`config.mk`:
```
export PLATFORM = sky130hd
export DESIGN_NAME = move_controller
export DESIGN_NICKNAME = d
export VERILOG_FILES = /design/src/rtl/move_controller.sv
export SDC_FILE = /design/constraint.sdc
export NUM_CORES = 1
export LEC_CHECK = 0
export ABC_AREA = 1
export CAP_MARGIN = 5
export CORE_MARGIN = 10
export CORE_UTILIZATION = 33
export DETAILED_ROUTE_END_ITERATION = 16
export MAX_ROUTING_LAYER = met4
export PLACE_DENSITY = 0.64
export SYNTH_ARGS = -nofsm -noshare
export SYNTH_HDL_FRONTEND = slang
export SYNTH_SLANG_ARGS = --single-unit
export TNS_END_PERCENT = 50
```
`constraint.sdc`:
```
create_clock -name clk -period 3.85 [get_ports clk]
set_input_delay 1.155 -clock clk [delete_from_list [all_inputs] [get_ports clk]]
set_output_delay 1.155 -clock clk [all_outputs]
set_load 0.03 [all_outputs]
```
`src/rtl/move_controller.sv`:
```
// move_controller: turn-based move sequencer in front of figure_move_logic.
// Owns the board and turn flag, captures source/destination clicks, waits for
// the legal-move mask and commits legal moves (capture, promotion, game over).
//
//  state     | meaning
//  ----------+-----------------------------------------------------------
//  IDLE      | nothing selected, waiting for a click on an own piece
//  WAIT_MASK | source latched, waiting for possible_moves to settle
//  DEST      | mask valid, waiting for the destination click
//  OVER      | a king was captured; frozen until rst
module move_controller #(
   parameter int MASK_LATENCY = 2
) (
   input  logic                  clk,
   input  logic                  rst,
   input  logic                  click_valid,
   input  logic [5:0]            click_pos,
   input  logic [63:0]           possible_moves,
   output logic [7:0][7:0][3:0]  board,
   output logic [3:0]            selected_figure,
   output logic [5:0]            position,
   output logic                  sel_active,
   output logic                  turn,
   output logic                  move_done,
   output logic                  capture,
   output logic                  illegal,
   output logic                  game_over,
   output logic                  winner
);

   localparam int CW = (MASK_LATENCY < 2) ? 1 : $clog2(MASK_LATENCY + 1);

   typedef enum logic [1:0] {IDLE, WAIT_MASK, DEST, OVER} state_t;

   state_t                 state, nxt_state;
   logic [CW-1:0]          cnt, nxt_cnt;
   logic [7:0][7:0][3:0]   nxt_board;
   logic [3:0]             nxt_sel;
   logic [5:0]             nxt_pos;
   logic                   nxt_turn, nxt_done, nxt_cap, nxt_ill, nxt_go, nxt_win;
   logic [3:0]             click_fig, moved_fig;
   logic                   own_piece;

   // Starting position, row 0 (black back rank) at the top.
   function automatic logic [7:0][7:0][3:0] init_board();
      logic [7:0][7:0][3:0] b;
      b = '0;
      for (int c = 0; c < 8; c++) begin
         b[1][c] = 4'd7;
         b[6][c] = 4'd1;
      end
      b[0][0] = 4'd8;  b[0][1] = 4'd9;  b[0][2] = 4'd10; b[0][3] = 4'd11;
      b[0][4] = 4'd12; b[0][5] = 4'd10; b[0][6] = 4'd9;  b[0][7] = 4'd8;
      b[7][0] = 4'd2;  b[7][1] = 4'd3;  b[7][2] = 4'd4;  b[7][3] = 4'd5;
      b[7][4] = 4'd6;  b[7][5] = 4'd4;  b[7][6] = 4'd3;  b[7][7] = 4'd2;
      return b;
   endfunction

   // Decode the clicked square and the figure as it would land there.
   always_comb begin
      click_fig = board[click_pos[5:3]][click_pos[2:0]];
      own_piece = turn ? (click_fig >= 4'd7 && click_fig <= 4'd12)
                       : (click_fig >= 4'd1 && click_fig <= 4'd6);
      moved_fig = selected_figure;
      if (selected_figure == 4'd1 && click_pos[5:3] == 3'd0)
         moved_fig = 4'd5;
      else if (selected_figure == 4'd7 && click_pos[5:3] == 3'd7)
         moved_fig = 4'd11;
   end

   // Next-state and next-output logic.
   always_comb begin
      nxt_state = state;
      nxt_cnt   = cnt;
      nxt_board = board;
      nxt_sel   = selected_figure;
      nxt_pos   = position;
      nxt_turn  = turn;
      nxt_done  = 1'b0;
      nxt_cap   = 1'b0;
      nxt_ill   = 1'b0;
      nxt_go    = game_over;
      nxt_win   = winner;
      case (state)
         IDLE: begin
            if (click_valid) begin
               if (own_piece) begin
                  nxt_pos   = click_pos;
                  nxt_sel   = click_fig;
                  nxt_cnt   = CW'(MASK_LATENCY);
                  nxt_state = WAIT_MASK;
               end else begin
                  nxt_ill = 1'b1;
               end
            end
         end
         WAIT_MASK: begin
            // Clicks are dropped here; the mask is not yet trustworthy.
            if (cnt <= CW'(1)) begin
               nxt_cnt   = '0;
               nxt_state = DEST;
            end else begin
               nxt_cnt = cnt - CW'(1);
            end
         end
         DEST: begin
            if (click_valid) begin
               if (click_pos == position) begin
                  nxt_sel   = 4'd0;
                  nxt_state = IDLE;
               end else if (own_piece) begin
                  nxt_pos   = click_pos;
                  nxt_sel   = click_fig;
                  nxt_cnt   = CW'(MASK_LATENCY);
                  nxt_state = WAIT_MASK;
               end else if (possible_moves[6'd63 - click_pos]) begin
                  nxt_board[position[5:3]][position[2:0]]   = 4'd0;
                  nxt_board[click_pos[5:3]][click_pos[2:0]] = moved_fig;
                  nxt_cap  = (click_fig != 4'd0);
                  nxt_done = 1'b1;
                  nxt_sel  = 4'd0;
                  if (click_fig == 4'd6 || click_fig == 4'd12) begin
                     nxt_go    = 1'b1;
                     nxt_win   = turn;
                     nxt_state = OVER;
                  end else begin
                     nxt_turn  = ~turn;
                     nxt_state = IDLE;
                  end
               end else begin
                  nxt_ill = 1'b1;
               end
            end
         end
         default: ;
      endcase
   end

   // State and output registers; rst wins over any click.
   always_ff @(posedge clk) begin
      if (rst) begin
         state           <= IDLE;
         cnt             <= '0;
         board           <= init_board();
         selected_figure <= 4'd0;
         position        <= 6'd0;
         sel_active      <= 1'b0;
         turn            <= 1'b0;
         move_done       <= 1'b0;
         capture         <= 1'b0;
         illegal         <= 1'b0;
         game_over       <= 1'b0;
         winner          <= 1'b0;
      end else begin
         state           <= nxt_state;
         cnt             <= nxt_cnt;
         board           <= nxt_board;
         selected_figure <= nxt_sel;
         position        <= nxt_pos;
         sel_active      <= (nxt_state == WAIT_MASK) || (nxt_state == DEST);
         turn            <= nxt_turn;
         move_done       <= nxt_done;
         capture         <= nxt_cap;
         illegal         <= nxt_ill;
         game_over       <= nxt_go;
         winner          <= nxt_win;
      end
   end

endmodule

```
==> results of run 1 <==
-- metrics by stage --
step / area (um^2) / hold slack [ps] / worst slack [ps] / setup TNS (ps) / utilization [%]
2_1_floorplan: 16900 / 440 / 609 / 0 / -
3_3_place_gp: 22400 / 446 / -573 / -96400 / 44.5
3_5_place_dp: 22400 / 453 / -498 / -91690 / 44.5
4_1_cts: 23600 / 463 / 69.1 / 0 / 46.8
5_1_grt: 23600 / 480 / -16.4 / -23.1 / 46.9
6_report: 23700 / 464 / 145 / 0 / 46.9
-- layer usage --
layer  wire length, um  vias to the layer above  GRT usage (%)
met5                 0                        -              -
li1                  -                     9910              -
met3              9910                      201           6.03
met1             37300                    10100           38.2
met2             40800                     1472           44.5
met4              4020                        0           12.4
-- critical path, cell delays in order --
cell,delay (ps)
clkdlybuf4s50_1,510
buf_12,160
inv_2,50
nor2_2,120
buf_12,160
buf_4,130
nand3_1,90
nand2_1,180
o21ai_1,120
nand2_1,80
nor2_1,50
nand2_2,90
nand2_1,60
inv_1,70
nand2_1,60
nand2_1,50
nand2_1,100
nand2_4,110
nand2_8,80
inv_8,110
buf_12,150
buf_12,170
o21ai_0,100
a31oi_1,200
-- power by group through the flow --
stage	Clock, uW	Sequential (uW)	Combinational [uW]
5_1_grt	3560	3010	1810
6_report	3440	3000	1750
3_5_place_dp	0	3060	1680
2_1_floorplan	0	3120	706
4_1_cts	3450	3000	1680
3_3_place_gp	0	3060	1670
-- cell type report --
cell class	instances	area [um^2]	share of cell area (%)
clock inverters	15	196	0.831
repair buffers	562	5630	23.8
clock buffers	45	953	4.03
well taps	672	841	3.56
diodes	3	7.51	0.0317
flip-flops and latches	277	5550	23.4
inverters	220	838	3.54
multi-input cells	1997	9640	40.8
-- cell usage in the layout, fill, tap and decap left out, drive strengths merged --
cell type,netlist,layout
bufinv,0,4
nor2,219,219
clkbuf,76,45
o211ai,59,59
nand4,14,14
a211oi,100,100
nand3b,1,1
inv,215,217
a31oi,132,132
dfxtp,277,277
o41ai,1,1
clkdlybuf4s50,0,343
a22oi,6,6
xnor2,2,2
nand2,760,760
nor4,1,1
a21oi,37,37
nand3,365,365
or2,10,10
clkinv,5,13
o21ai,268,268
nor3b,1,1
diode,0,3
clkinvlp,0,1
xor2,2,2
nor3,19,19
buf,114,219
-- cell families after synthesis --
family | Yosys count
simple gates | 1390
buf+inv | 410
flops | 277
compound gates | 603
xor+xnor | 4
-- worst paths after layout --
kind | start | slack, ps | end
worst max register to register | board[8] | 800 | board[91]
worst min-delay path | game_over | 460 | game_over
worst min register to register | game_over | 460 | game_over
worst max-delay path | click_pos[5] | 150 | board[91]
-- registers in the layout, summed over array words and instances, names as in the netlist --
| name | count |
|---|---|
| cnt | 2 |
| sel_active | 1 |
| state | 2 |
| move_done | 1 |
| illegal | 1 |
| capture | 1 |
| winner | 1 |
| game_over | 1 |
| position | 6 |
| selected_figure | 4 |
| board | 256 |
| turn | 1 |
-- timing repair --
action / 4_1_cts / 5_1_grt
resized for setup: 0 / 20
endpoints found under the setup margin: 0 / 221
setup buffers: 0 / 2
==> results.md, run 1 <==
- Deepest clock path buffer count: 3
- Async set or reset register ratio after synthesis: 0%
- Total die area: 60700 um^2
- WL final: 91900 um
- Top cell type's share of synthesized area: 32.8%
- Synth Flop Type: dfxtp_1
- Largest family of logic cells by synthesized area: simple AND/OR/NAND/NOR gates
- Initial antenna violation count: 3
- Max Cap Viol: 0
- Pre-antenna DRT Iters: 6
- DP Cell Count: 3726
- Worst slew pin tran: 1340 ps
- Power Internal: 5520 uW
- Placer Congestion: 1.03
- Post-Synth Adder-Cell Area: 0%
- IO Port Bufs: 345
- Worst-path clk slew: 60 ps
- WL/cell: 24.3 um
- Total GRT Usage: 29.7%
- First-pass GRT wire length: 132000 um
- Comb power frac: 21.3%
- Vias: 21.7k
- Site row count: 82
- DRC: 0
- Largest net degree at the start of global routing: 106
- Core area: 50400 um^2
- Fillers: 5097
- Post-DRT Antenna Nets: 0
- Hold depth: 2
- Starting Density: 33.6%
- EDFF count, synth: 0
- Fmax: 270 MHz
- Final Max Tran Viols: 0
- Worst Reg2Reg Path Length in Cells: 20
- Initial drt markers: 2873
- Leak Pwr: 0.00986 uW
- Fin crit period: 3700 ps
- Mux contribution to synthesized area: 0%
- Nets: 3165
- WP data required: 4320 ps
- Synthesized cell area: 16900 um^2
- Count leader, synth: nand2_1
- GRT overflow: 0
- Simple-gate portion of the synthesized area: 34.3%
- Worst Hold Class: flop to flop
- I/O pins: 346
- Via-to-Cell Ratio: 5.72
- Vias in the first global route: 19.8k
- Max Fanout on Critical Path: 26
- Relative slew slack: 10.5%
- Mapped Cells: 2684
- Synth area leaders: dfxtp_1 33%, nand2_1 17%, nand3_1 11%
- Post-synthesis cell type count: 35
- Sw Ratio: 32.6%
- Die Wd: 246 um
- Syn Nets: 2757
- CP Capture Type: flop
- Detail Placement HPWL: 69500 um
- Latest clock arrival within the worst-skew pair: 580 ps
- H-tree depth: 2
- Dominant cell type by area after synthesis: dfxtp_1
- Post-synthesis xor/xnor area fraction: 0.207%
- Tcrit/Tclk final: 96.2%
- Root buf cell: clkbuf_16
- Final-report setup violation count: 0
- Sequential cell area fraction in the yosys report: 32.8%
- Non-Filler Instances: 3791
- Total Power: 8190 uW
- Outcome: finished, final reports clean
- Final-report hold violation count: 0
- Nature of the critical path startpoint: input pin
- CP Data Arrival Time: 4170 ps
- Sw power: 2670 uW
- Synth Area in Compound Gates: 21.9%
- Syn_area_per_cell: 6.30 um^2
- Chip height: 246 um
- Most common library cells after synthesis: 756 x nand2_1, 365 x nand3_1, 277 x dfxtp_1
- Layout cell share with drive strength beyond 1: 10.8%
- Num CTS Buffers: 34
- FF+latch count, synth: 277
- Layout area overhead: 39.9%
- YS warnings: 0
- Worst clock skew: 31.8 ps
- Peak supply drop: 235 uV
- Clock share of power: 42.0%
- Clock sink total: 277
- Sequential share of power: 36.7%
- CTS Hold Bufs: 0
- Critical path class: input pin to flop
- P per Cell Area: 346 nW/um^2
- CTS tree: built
Note: power is estimated with default switching activity, not from simulation.
==> inputs of run 2 (changes only) <==
Settings changed: SKIP_LAST_GASP from default to 1.
==> results of run 2 <==
The final DEF is identical to that of run 1; final timing and power are the same.
